## src/rtl/pov_column_scheduler_if.sv

```systemverilog
// Bus bundle between the column scheduler, the frame RAM read port and the strip serializer.
// The master side is the scheduler; the slave side is the RAM plus serializer.
interface pov_column_scheduler_if #(
    parameter int unsigned THETA_BITS   = 6,
    parameter int unsigned LED_IDX_BITS = 5,
    parameter int unsigned PIXEL_BITS   = 24
);
    localparam int unsigned ADDR_BITS = THETA_BITS + LED_IDX_BITS;

    logic                  mem_rd_en;
    logic [ADDR_BITS-1:0]  mem_addr;
    logic [PIXEL_BITS-1:0] mem_rdata;
    logic                  pix_valid;
    logic [PIXEL_BITS-1:0] pix_data;
    logic                  pix_last;
    logic                  pix_ready;

    modport master (
        output mem_rd_en, mem_addr, pix_valid, pix_data, pix_last,
        input  mem_rdata, pix_ready
    );

    modport slave (
        input  mem_rd_en, mem_addr, pix_valid, pix_data, pix_last,
        output mem_rdata, pix_ready
    );
endinterface

```

## src/rtl/pov_column_scheduler.sv

```systemverilog
// Streams one LED column from frame RAM to the strip serializer per theta change.
// A single pending slot buffers the newest column; older pending columns are dropped and counted.
module pov_column_scheduler #(
    parameter int unsigned THETA_BITS   = 6,
    parameter int unsigned LED_IDX_BITS = 5,
    parameter int unsigned LED_COUNT    = 32,
    parameter int unsigned PIXEL_BITS   = 24
) (
    input  logic                  clk,
    input  logic                  reset,
    input  logic [THETA_BITS-1:0] theta,
    input  logic                  enable,
    pov_column_scheduler_if.master bus,
    output logic                  col_start,
    output logic                  busy,
    output logic [7:0]            overrun_count
);
    localparam int unsigned ADDR_BITS = THETA_BITS + LED_IDX_BITS;
    localparam logic [LED_IDX_BITS-1:0] LAST_IDX = LED_IDX_BITS'(LED_COUNT - 1);

    typedef enum logic [1:0] {
        S_IDLE = 2'd0,
        S_READ = 2'd1,
        S_LOAD = 2'd2,
        S_SEND = 2'd3
    } state_e;

    state_e                  state_q, state_d;
    logic [THETA_BITS-1:0]   theta_q, theta_d;
    logic [THETA_BITS-1:0]   pend_theta_q, pend_theta_d;
    logic                    pending_q, pending_d;
    logic [THETA_BITS-1:0]   col_theta_q, col_theta_d;
    logic [LED_IDX_BITS-1:0] led_idx_q, led_idx_d;
    logic [PIXEL_BITS-1:0]   pix_data_q, pix_data_d;
    logic                    pix_valid_q, pix_valid_d;
    logic                    pix_last_q, pix_last_d;
    logic                    mem_rd_en_q, mem_rd_en_d;
    logic [ADDR_BITS-1:0]    mem_addr_q, mem_addr_d;
    logic                    col_start_q, col_start_d;
    logic                    busy_q, busy_d;
    logic [7:0]              overrun_q, overrun_d;
    logic                    change_c;
    logic                    start_col_c;

    // Next-state, pending-slot and registered-output logic.
    always_comb begin
        state_d      = state_q;
        theta_d      = theta;
        pend_theta_d = pend_theta_q;
        pending_d    = pending_q;
        col_theta_d  = col_theta_q;
        led_idx_d    = led_idx_q;
        pix_data_d   = pix_data_q;
        pix_valid_d  = pix_valid_q;
        pix_last_d   = pix_last_q;
        mem_rd_en_d  = 1'b0;
        mem_addr_d   = '0;
        col_start_d  = 1'b0;
        overrun_d    = overrun_q;
        start_col_c  = 1'b0;
        change_c     = (theta != theta_q);

        case (state_q)
            S_IDLE: begin
                if (pending_q && enable) begin
                    start_col_c = 1'b1;
                end
            end
            S_READ: begin
                state_d = S_LOAD;
            end
            S_LOAD: begin
                pix_data_d  = bus.mem_rdata;
                pix_valid_d = 1'b1;
                pix_last_d  = (led_idx_q == LAST_IDX);
                state_d     = S_SEND;
            end
            S_SEND: begin
                if (bus.pix_ready) begin
                    pix_valid_d = 1'b0;
                    if (led_idx_q != LAST_IDX) begin
                        led_idx_d   = led_idx_q + LED_IDX_BITS'(1);
                        mem_rd_en_d = 1'b1;
                        mem_addr_d  = {col_theta_q, led_idx_q + LED_IDX_BITS'(1)};
                        state_d     = S_READ;
                    end else if (pending_q && enable) begin
                        start_col_c = 1'b1;
                    end else begin
                        state_d = S_IDLE;
                    end
                end
            end
            default: begin
                state_d = S_IDLE;
            end
        endcase

        // Column launch: latch the pending theta so it stays frozen for the whole column.
        if (start_col_c) begin
            state_d     = S_READ;
            col_theta_d = pend_theta_q;
            led_idx_d   = '0;
            mem_rd_en_d = 1'b1;
            mem_addr_d  = {pend_theta_q, {LED_IDX_BITS{1'b0}}};
            col_start_d = 1'b1;
        end

        // A change refills the slot; it only overruns if the old entry was not taken this cycle.
        if (change_c) begin
            pending_d    = 1'b1;
            pend_theta_d = theta;
            if (pending_q && !start_col_c && (overrun_q != 8'hFF)) begin
                overrun_d = overrun_q + 8'd1;
            end
        end else if (start_col_c) begin
            pending_d = 1'b0;
        end

        busy_d = (state_d != S_IDLE);
    end

    always_ff @(posedge clk) begin
        if (reset) begin
            state_q      <= S_IDLE;
            theta_q      <= '0;
            pend_theta_q <= '0;
            pending_q    <= 1'b0;
            col_theta_q  <= '0;
            led_idx_q    <= '0;
            pix_data_q   <= '0;
            pix_valid_q  <= 1'b0;
            pix_last_q   <= 1'b0;
            mem_rd_en_q  <= 1'b0;
            mem_addr_q   <= '0;
            col_start_q  <= 1'b0;
            busy_q       <= 1'b0;
            overrun_q    <= '0;
        end else begin
            state_q      <= state_d;
            theta_q      <= theta_d;
            pend_theta_q <= pend_theta_d;
            pending_q    <= pending_d;
            col_theta_q  <= col_theta_d;
            led_idx_q    <= led_idx_d;
            pix_data_q   <= pix_data_d;
            pix_valid_q  <= pix_valid_d;
            pix_last_q   <= pix_last_d;
            mem_rd_en_q  <= mem_rd_en_d;
            mem_addr_q   <= mem_addr_d;
            col_start_q  <= col_start_d;
            busy_q       <= busy_d;
            overrun_q    <= overrun_d;
        end
    end

    assign bus.mem_rd_en  = mem_rd_en_q;
    assign bus.mem_addr   = mem_addr_q;
    assign bus.pix_valid  = pix_valid_q;
    assign bus.pix_data   = pix_data_q;
    assign bus.pix_last   = pix_last_q;
    assign col_start      = col_start_q;
    assign busy           = busy_q;
    assign overrun_count  = overrun_q;
endmodule
```

## src/flat_wrapper.sv

```systemverilog
// flat-port wrapper written by rule: the top's interface ports become plain ports
module pov_column_scheduler_flat 
#(
    parameter int unsigned THETA_BITS   = 6,
    parameter int unsigned LED_IDX_BITS = 5,
    parameter int unsigned LED_COUNT    = 32,
    parameter int unsigned PIXEL_BITS   = 24
)
  (clk, reset, theta, enable, col_start, busy, overrun_count, bus_mem_rd_en, bus_mem_addr, bus_pix_valid, bus_pix_data, bus_pix_last, bus_mem_rdata, bus_pix_ready);
  pov_column_scheduler_if #(.THETA_BITS(THETA_BITS), .LED_IDX_BITS(LED_IDX_BITS), .PIXEL_BITS(PIXEL_BITS)) bus_i ();
  input  logic clk;
  input  logic reset;
  input  logic [THETA_BITS-1:0] theta;
  input  logic enable;
  output logic col_start;
  output logic busy;
  output logic [7:0] overrun_count;
  output wire logic [$bits(bus_i.mem_rd_en)-1:0] bus_mem_rd_en;
  output wire logic [$bits(bus_i.mem_addr)-1:0] bus_mem_addr;
  output wire logic [$bits(bus_i.pix_valid)-1:0] bus_pix_valid;
  output wire logic [$bits(bus_i.pix_data)-1:0] bus_pix_data;
  output wire logic [$bits(bus_i.pix_last)-1:0] bus_pix_last;
  input wire logic [$bits(bus_i.mem_rdata)-1:0] bus_mem_rdata;
  input wire logic [$bits(bus_i.pix_ready)-1:0] bus_pix_ready;
  assign bus_mem_rd_en = bus_i.mem_rd_en;
  assign bus_mem_addr = bus_i.mem_addr;
  assign bus_pix_valid = bus_i.pix_valid;
  assign bus_pix_data = bus_i.pix_data;
  assign bus_pix_last = bus_i.pix_last;
  assign bus_i.mem_rdata = bus_mem_rdata;
  assign bus_i.pix_ready = bus_pix_ready;
  pov_column_scheduler #(.THETA_BITS(THETA_BITS), .LED_IDX_BITS(LED_IDX_BITS), .LED_COUNT(LED_COUNT), .PIXEL_BITS(PIXEL_BITS)) u_core (.clk(clk), .reset(reset), .theta(theta), .enable(enable), .bus(bus_i), .col_start(col_start), .busy(busy), .overrun_count(overrun_count));
endmodule
```

## config.mk

```make
export PLATFORM = sky130hd
export DESIGN_NAME = pov_column_scheduler_flat
export DESIGN_NICKNAME = d
export VERILOG_FILES = /design/src/rtl/pov_column_scheduler_if.sv /design/src/rtl/pov_column_scheduler.sv /design/src/flat_wrapper.sv
export SDC_FILE = /design/constraint.sdc
export NUM_CORES = 1
export LEC_CHECK = 0
export ABC_AREA = 1
export BUFFER_PORTS_ARGS = -buffer_cell sky130_fd_sc_hd__buf_4
export CAP_MARGIN = 20
export CORE_ASPECT_RATIO = 2
export CORE_MARGIN = 5
export CORE_UTILIZATION = 55
export DETAILED_ROUTE_END_ITERATION = 10
export PLACE_DENSITY_LB_ADDON = 0.15
export SLEW_MARGIN = 40
export SYNTH_ARGS = -nofsm -noshare
export SYNTH_HDL_FRONTEND = slang
export SYNTH_SLANG_ARGS = --single-unit
```

## constraint.sdc

```tcl
create_clock -name clk -period 4.8 [get_ports clk]
set_input_delay 0.72 -clock clk [delete_from_list [all_inputs] [get_ports clk]]
set_output_delay 0.72 -clock clk [all_outputs]
set_load 0.01 [all_outputs]
```

* Yosys cells after proc, flatten, opt, wreduce, memory -nomap -nowiden *
Cells that the tools add are included.

word-level totals
  input port bits = 34
  flip-flop bits (word level) = 74
  memory bits (writable) = 0
  output and inout port bits = 48
  bits in read-only memories = 0
  memories = 0
  latch bits = 0

operators by class
  reductions and logical operators = 13
  shift operators = 0
  magnitude comparators = 0
  muxes and demuxes = 22
  eq/ne operators = 8
  bitwise logic cells = 3
  div/mod/pow operators = 0
  $add $sub $neg = 2
  multipliers = 0

operator list
  kind                   count
  $mux W11               4
  $mux W1                11
  $add A8 B1 Y8 const B  1
  $mux W2                4
  $ne A8 B8 Y1 const B   1
  $ne A6 B6 Y1           1
  $pmux W2 S3            1
  $reduce_bool A2 Y1     3
  $add A5 B1 Y5 const B  1
  $eq A5 B5 Y1 const B   1
  $ne A5 B5 Y1 const B   1
  $reduce_or A5 Y1       1
  $eq A2 B2 Y1 const B   2
  $pmux W1 S2            2
  $reduce_and A2 Y1      2
  $logic_and A1 B1 Y1    3
  $not A1 Y1             3
  $reduce_and A3 Y1      1
  $eq A2 B1 Y1 const B   1
  $logic_not A2 Y1       1
  $ne A2 B2 Y1 const B   1
  $reduce_or A2 Y1       1
  $logic_not A1 Y1       1

* Logic depth before layout (Yosys ltp) *
Gate-level depths: netlist of run 1.

  depth in word-level cells = 9
  mapped depth = 11
  mapped depth without buffers = 11

* Worst setup path after synthesis of run 1 *
Ideal clock, no wire load.

  kind = reg2reg
  start point = register u_core.led_idx_q[0]
  end point = register u_core.overrun_q[2] (netlist: u_core.overrun_count[2])
  setup slack = 3.130 ns
  required time = 4.678 ns
  arrival = 1.549 ns
  buffers on the path = 0
  clock period less this slack = 1.670 ns
  cell stages (with the launch flop) = 12
  cell sequence = dfxtp_1 ha_1 and3_1 ha_1 nand3_1 nand2_1 nand2_2 nand2_2 nor2_4 nand2_8 nand2_1 a21oi_2

between the ends
  longest elaborated chain between the ends = 8

RTL lines
  item                                RTL line                     text
  start: declaration                  pov_column_scheduler.sv:33   logic [LED_IDX_BITS-1:0] led_idx_q, led_idx_d;
  start signal: assignment            pov_column_scheduler.sv:144  led_idx_q <= led_idx_d;
  $ne A5 B5 Y1                        pov_column_scheduler.sv:81   if (led_idx_q != LAST_IDX) begin
  $mux W1                             pov_column_scheduler.sv:81
  $mux W1                             pov_column_scheduler.sv:79   if (bus.pix_ready) begin
  $pmux W1 S2                         pov_column_scheduler.sv:63   case (state_q)
  $logic_not A1 Y1                    pov_column_scheduler.sv:112  if (pending_q && !start_col_c && (overrun_q != 8'hFF)) begin
  $logic_and A1 B1 Y1 (2 in series)   pov_column_scheduler.sv:112
  $reduce_and A2 Y1 (no source line)  n/a
  end signal: assignment              pov_column_scheduler.sv:152  overrun_q <= overrun_d;
  end: declaration                    pov_column_scheduler.sv:41   logic [7:0] overrun_q, overrun_d;

Every way passes these cells.
A chain may end at the register's enable or synchronous reset.

* Worst setup path after layout of run 1 *
  start point = register u_core.state_q[0]
  end point = register u_core.pix_valid_q (netlist: u_core.bus.pix_valid)

between the ends
  longest elaborated chain between the ends = 3

RTL lines
  item                                                                 RTL line                     text
  start: declaration                                                   pov_column_scheduler.sv:28   state_e state_q, state_d;
  start signal: assignment                                             pov_column_scheduler.sv:139  state_q <= state_d;
  $eq A2 B2 Y1                                                         pov_column_scheduler.sv:63
  $ne A2 B2 Y1 (no source line) or $reduce_bool A2 Y1 (tied branches)  n/a
  $reduce_and A2 Y1 (no source line)                                   n/a
  end signal: assignment                                               pov_column_scheduler.sv:146  pix_valid_q <= pix_valid_d;
  end: declaration                                                     pov_column_scheduler.sv:35   logic pix_valid_q, pix_valid_d;

Several ways; a longest one is shown, not always the timed one.

==> results.json, run 1 <==
{
  "cts_made_buffers": 9,
  "drive_gt1_frac": 0.270,
  "skew_ns": 0.00937,
  "yosysWarnings": 0,
  "worst_path_most_repeated_cell": "nor2_1",
  "h-tree-depth": 3,
  "synth_top_area_cell": "dfxtp_1",
  "antenna_cells": 0,
  "grt_pass1_wl_um": 10000,
  "crit_chain": "inv_1, ha_1, clkinv_1, nor2_1, nor2_1, a211oi_1",
  "crit_start": "u_core.state_q[0]",
  "grt_usage": 0.190,
  "synth-seq-cells": 74,
  "drtAntennaViolNets": 0,
  "postSynth.asyncResetShare": 0,
  "grt_pass1_vias": 2343,
  "dieWidth_um": 60.8,
  "grt_start_max_net_pins": 34,
  "start_kind": "flip-flop",
  "end_kind": "flip-flop",
  "dpl.hpwl_um": 4490,
  "seq_area_frac_synth": 0.522,
  "hold_path.class": "reg2reg",
  "setup-violations-final": 0,
  "yosys.cell_count.top_type": "nor2_1",
  "max_freq_ghz": 0.419,
  "clk_path_buf_depth": 2,
  "post_cts_buffers": 0,
  "synth_nets": 390,
  "slowest_stage": "clkinv_1",
  "cp.required_ns": 5.06,
  "std_cell_rows": 37,
  "syn_avg_cell_area_um2": 8.11,
  "initial_utilization": 0.557,
  "netlist_instances": 350,
  "cts.sinks": 74,
  "design.core.area_mm2": 0.00509,
  "area_growth_pct": 28.2,
  "cp_max_fo": 27,
  "timing.rr.start": "u_core.state_q[0]",
  "peakVddDrop_uv": 308,
  "cts_resized": 0,
  "syn_area_mm2": 0.00284,
  "ys_types": 30,
  "gp_congestion": 0.829,
  "status": "complete, no violations",
  "period_share": 0.497,
  "fin_setup_tns_ns": 0,
  "rsz0062_at_grt": "no",
  "via_per_inst": 4.92,
  "final_cells": 491,
  "dieArea_mm2": 0.00678,
  "cts.hold.buffers_added": 0,
  "clk_pin_slew_worst_paths_ns": 0.07,
  "wirelength_um": 5980,
  "power_density_mw_per_mm2": 450,
  "ios": 82,
  "critPathTopFamily": "buffers and inverters",
  "arrival_ns": 2.65,
  "antenna_found_initial": 0,
  "path_buf_inv": 2,
  "dieHeight_um": 112,
  "detail_route.first_pass.iterations": 4,
  "tightest_slew_ns": 0.757,
  "synth-edff-count": 0,
  "finalHoldViolations": 0,
  "dp_cells": 475,
  "drt_iter0_drc": 109,
  "maxCapViolCount": 0,
  "power_leakage_nw": 1.74,
  "num_vias": 2418,
  "grt-ovfl-total": 0,
  "synth_ff_type": "dfxtp_1",
  "drc": 0,
  "clock_tree.root_cell": "clkbuf_8",
  "cts_tree": "done",
  "yosys-top-cells-area": "dfxtp_1, nor2_1, nand2_1",
  "min_from": "u_core.led_idx_q[4]",
  "n_fill_cell": 432,
  "clock_latency_ns": 0.34,
  "port_buffers": 81,
  "yosysTopAreaCellShare": 0.522,
  "maxSlewViolCount": 0,
  "nets": 468,
  "final.min_clock_period_ns": 2.39,
  "ys_top_cells_by_count": "nor2_1, dfxtp_1, nand2_1",
  "slew_headroom": 0.492,
  "slowest_delay_ns": 0.76,
  "critPathKind": "reg2reg",
  "wl_per_cell_um": 12.2
}
[placed cells by master, fill, tap and decap left out, types with 3 or more instances in the layout]
cell      instances
o21ai_1           6
inv_2             5
clkbuf_8         12
nand2_2           4
nor2_1           83
ha_1              6
o21ai_0          33
a21oi_1          10
mux2i_1           6
xnor2_1           3
inv_1            19
dfxtp_1          74
nand2_1          49
nand3_1          18
buf_4            81
a21oi_2           7
[cell families after synthesis]
group | Yosys count | share of synthesized area
DFF | 74 | 0.522
xor gates and xnor gates | 5 | 0.0154
adders and majority gates | 6 | 0.0265
buffers and inverters | 40 | 0.0569
AOI/OAI and AO/OA | 57 | 0.111
muxes | 6 | 0.0212
and+or+nand+nor | 162 | 0.247
[path summary, 6_finish.rpt]
kind                                             end  slack (ns)  cells after the start
worst max-delay path            u_core.bus.pix_valid        2.41                      6
worst min-delay path             u_core.led_idx_q[4]        0.47                      2
worst max register to register  u_core.bus.pix_valid        2.41                      6
worst min register to register   u_core.led_idx_q[4]        0.47                      2
[sequential cells by signal, indices dropped and copies added (netlist names), 2 cells and up]
name                  flops
u_core.state_q            2
u_core.overrun_count      8
u_core.pend_theta_q       6
u_core.bus.mem_addr      11
u_core.col_theta_q        6
u_core.led_idx_q          5
u_core.bus.pix_data      24
u_core.theta_q            6
[metrics by stage]
step                      total power, W   util  cell area [um^2]  setup slack, ns  hold WS [ns]
after floorplan                  0.00102      -              2840             3.13         0.435
after global placement           0.00121  0.678              3450             2.41         0.446
after detailed placement         0.00122  0.678              3450             2.37         0.459
after CTS                        0.00166  0.714              3640             2.38         0.477
after global routing             0.00174  0.714              3640             2.12         0.513
final                            0.00164  0.714              3640             2.41         0.473
[where the power goes]
part	total [W]	switching, W	internal (W)	leakage [nW]
Clock	0.000437	0.000208	0.000229	0.0965
Sequential	0.000771	0.0000538	0.000717	0.604
Combinational	0.000428	0.000236	0.000192	1.04
Total	0.00164	0.000498	0.00114	1.74
[area by class of cell]
cell class	instances	area [um^2]	area share
inverters	26	97.6	0.0268
clock inverters	2	10.0	0.00275
well taps	58	72.6	0.0200
flip-flops and latches	74	1480	0.407
repair buffers	81	608	0.167
multi-input cells	236	1190	0.329
clock buffers	14	173	0.0475
[routing by layer]
layer | routed length, um | global-route usage | share of wire
met1 | 2150 | 0.193 | 0.36
met2 | 3240 | 0.338 | 0.54
met3 | 467 | 0.0499 | 0.078
met4 | 121 | 0.0883 | 0.020
met5 | 0 | 0 | 0
[worst min-delay path, cell delays in order (launching register included)]
cell     delay, ns
dfxtp_1       0.34
nand2_1       0.05
o21ai_0       0.06
(Power assumes the default switching activity.)
==> inputs of run 2 (changes only) <==
ABC_AREA = 0   (was 1)
CORE_UTILIZATION = 51   (was 55)
clock period = 2.3 ns   (was 4.8 ns; I/O delays follow)
==> run 2 against run 1 <==
  * Non-clock buffer count is 6 higher
  * First-iteration DRC count is 17% higher
  * Sequential share of layout area is 1.3 points lower
  * Clock skew about the same
  * Combinational power rose by 55%
  * Register-to-register slack worse by 2.3 ns
  * Critical path depth grew 2
  * Setup slack got worse by 2.3 ns
  * Cell count shrank 8.6%
  * Synthesized cell count shrank 13%
  * Wire length fell by 2.9%
  * Flip-flop and latch count is the same
  * Critical path type unchanged
  * Largest cell class unchanged
==> results.json, run 2 <==
{
  "design.core.area_mm2": 0.00542,
  "cts.hold.buffers_added": 0,
  "cts_tree": "done",
  "r2r_cells": 8,
  "antenna_cells": 0,
  "drive_gt1_frac": 0.303,
  "grt_pass1_wl_um": 9630,
  "wirelength_um": 5810,
  "maxSlewViolCount": 0,
  "gp_congestion": 0.827,
  "syn_avg_cell_area_um2": 9.43,
  "synth_ff_type": "dfxtp_1",
  "start_kind": "flip-flop",
  "clk_pin_slew_worst_paths_ns": 0.07,
  "grt_pass1_vias": 2205,
  "status": "complete, no violations",
  "cts.sinks": 74,
  "h-tree-depth": 3,
  "hold_path.class": "in2reg",
  "largest_reg_flops": 24,
  "drtAntennaViolNets": 0,
  "critPathKind": "reg2reg",
  "ios": 82,
  "ys_types": 35,
  "cts_made_buffers": 9,
  "cp_max_fo": 8,
  "skew_ns": 0.00915,
  "cp.required_ns": 2.51,
  "synth_top_area_cell": "dfxtp_1",
  "clk_path_buf_depth": 2,
  "via_per_inst": 5.10,
  "period_share": 0.948,
  "mostFrequentLayoutCell": "buf_4",
  "num_vias": 2290,
  "std_cell_rows": 38,
  "synth_nets": 343,
  "n_fill_cell": 463,
  "timing.rr.start": "u_core.led_idx_q[0]",
  "drc": 0,
  "final_cell_mix": "buf_4, dfxtp_1, nand2_1",
  "dieHeight_um": 116,
  "postLayoutCoreUtil": 0.693,
  "reg2reg_to": "u_core.overrun_count[4]",
  "detail_route.first_pass.iterations": 4,
  "port_buffers": 81,
  "peakVddDrop_uv": 647,
  "power_leakage_nw": 1.57,
  "crit_start": "u_core.led_idx_q[0]",
  "clock_tree.root_cell": "clkbuf_8",
  "synth-seq-cells": 74,
  "yosys-top-cells-area": "dfxtp_1, mux2i_1, nand2_1",
  "end_kind": "flip-flop",
  "grt-ovfl-total": 0,
  "netlist_instances": 303,
  "grt_usage": 0.164,
  "slew_headroom": 0.543,
  "nets": 426,
  "dieWidth_um": 62.9,
  "seq_area_frac_synth": 0.519,
  "dpl.hpwl_um": 4190,
  "postSynth.asyncResetShare": 0,
  "clock_latency_ns": 0.33,
  "syn_area_mm2": 0.00286,
  "finalHoldViolations": 0,
  "grt_start_max_net_pins": 73,
  "cp-endpoint": "u_core.overrun_count[4]",
  "wl_per_cell_um": 12.9,
  "yosysWarnings": 0,
  "final.min_clock_period_ns": 2.18,
  "synth-edff-count": 0,
  "yosys.cell_count.top_type": "dfxtp_1",
  "maxCapViolCount": 0,
  "max_freq_ghz": 0.459,
  "fin_setup_tns_ns": 0,
  "tightest_slew_ns": 0.686,
  "antenna_found_initial": 0,
  "setup-violations-final": 0,
  "area_growth_pct": 31.4,
  "yosysTopAreaCellShare": 0.519,
  "dieArea_mm2": 0.00729,
  "min_from": "bus_mem_rdata[17]",
  "power_density_mw_per_mm2": 786,
  "rrSetupSlack_ns": 0.12,
  "initial_utilization": 0.527,
  "arrival_ns": 2.40,
  "ys_top_cells_by_count": "dfxtp_1, nand2_1, nor2_1",
  "drt_iter0_drc": 127
}
run 2: cell types whose count changed in the layout (fill, tap and decap cells not counted), sizes merged, moves of 5 or more:
cell and change:
buf +6, nand3 -16, xnor2 +5, nor2b +12, a21oi +9, mux2i +20
mux2 +6, inv -20, o21ai -36, nor2 -43, nand2 -11
run 2: layer usage:
layer  track usage  part of all wire  routed length [um]  up-vias
li1              -                 -                   -     1172
met1         0.162              0.39                2250     1049
met2         0.293              0.54                3110       65
met3        0.0660             0.068                 393        4
met4        0.0836            0.0098                  57        0
met5             0                 0                   0        -
run 2: timing repair:
item / 4_1_cts / 5_1_grt
setup endpoints to repair: 0 / 8
resized for setup: 0 / 12
setup buffers: 0 / 0
run 2: power breakdown:
| group | internal, W | switching (W) | total, W |
|---|---|---|---|
| Clock | 0.000405 | 0.000418 | 0.000824 |
| Combinational | 0.000329 | 0.000333 | 0.000662 |
| Sequential | 0.00140 | 0.0000648 | 0.00146 |
| Total | 0.00213 | 0.000816 | 0.00295 |
run 2: logic make-up after synthesis:
group,count (synthesis),share of synthesized area
mux,32,0.115
flops,74,0.519
xor+xnor,10,0.0307
fa+ha+maj,6,0.0263
buf+inv,19,0.0289
compound gates,35,0.0670
simple gates,127,0.214
run 2: worst max-delay path, stage by stage (launching register included):
cell and delay (ns):
dfxtp_1 0.35, ha_2 0.22, and3_1 0.18, ha_1 0.20, a31oi_2 0.16, or3_4 0.17, nand2_4 0.12, nor4_4 0.31
mux2_2 0.35
run 2: final cells by class:
type	instances	area, um^2	share of cell area
multi-input cells	210	1370	0.365
flip-flops and latches	74	1480	0.395
inverters	4	15.0	0.00400
clock inverters	3	17.5	0.00467
clock buffers	11	141	0.0377
well taps	60	75.1	0.0200
repair buffers	87	653	0.174
run 2: worst min path at each step:
stage / endpoint / slack [ns] / depth (start not counted)
2_1_floorplan: u_core.pend_theta_q[0] / 0.43 / 2
3_3_place_gp: u_core.pend_theta_q[3] / 0.44 / 2
3_5_place_dp: u_core.pend_theta_q[3] / 0.44 / 2
4_1_cts: u_core.theta_q[1] / 0.23 / 2
5_1_grt: u_core.theta_q[5] / 0.23 / 2
6_report: u_core.bus.pix_data[17] / 0.25 / 3
run 2: stage by stage:
stage	hold slack [ns]	setup slack [ns]	area [um^2]	std cells	power [W]
finish	0.248	0.119	3750	449	0.00295
global placement	0.439	0.123	3520	435	0.00213
global route	0.228	-0.00648	3750	449	0.00314
floorplan	0.432	0.152	2860	303	0.00188
CTS	0.233	0.0453	3680	449	0.00297
detailed placement	0.445	0.0669	3520	435	0.00215
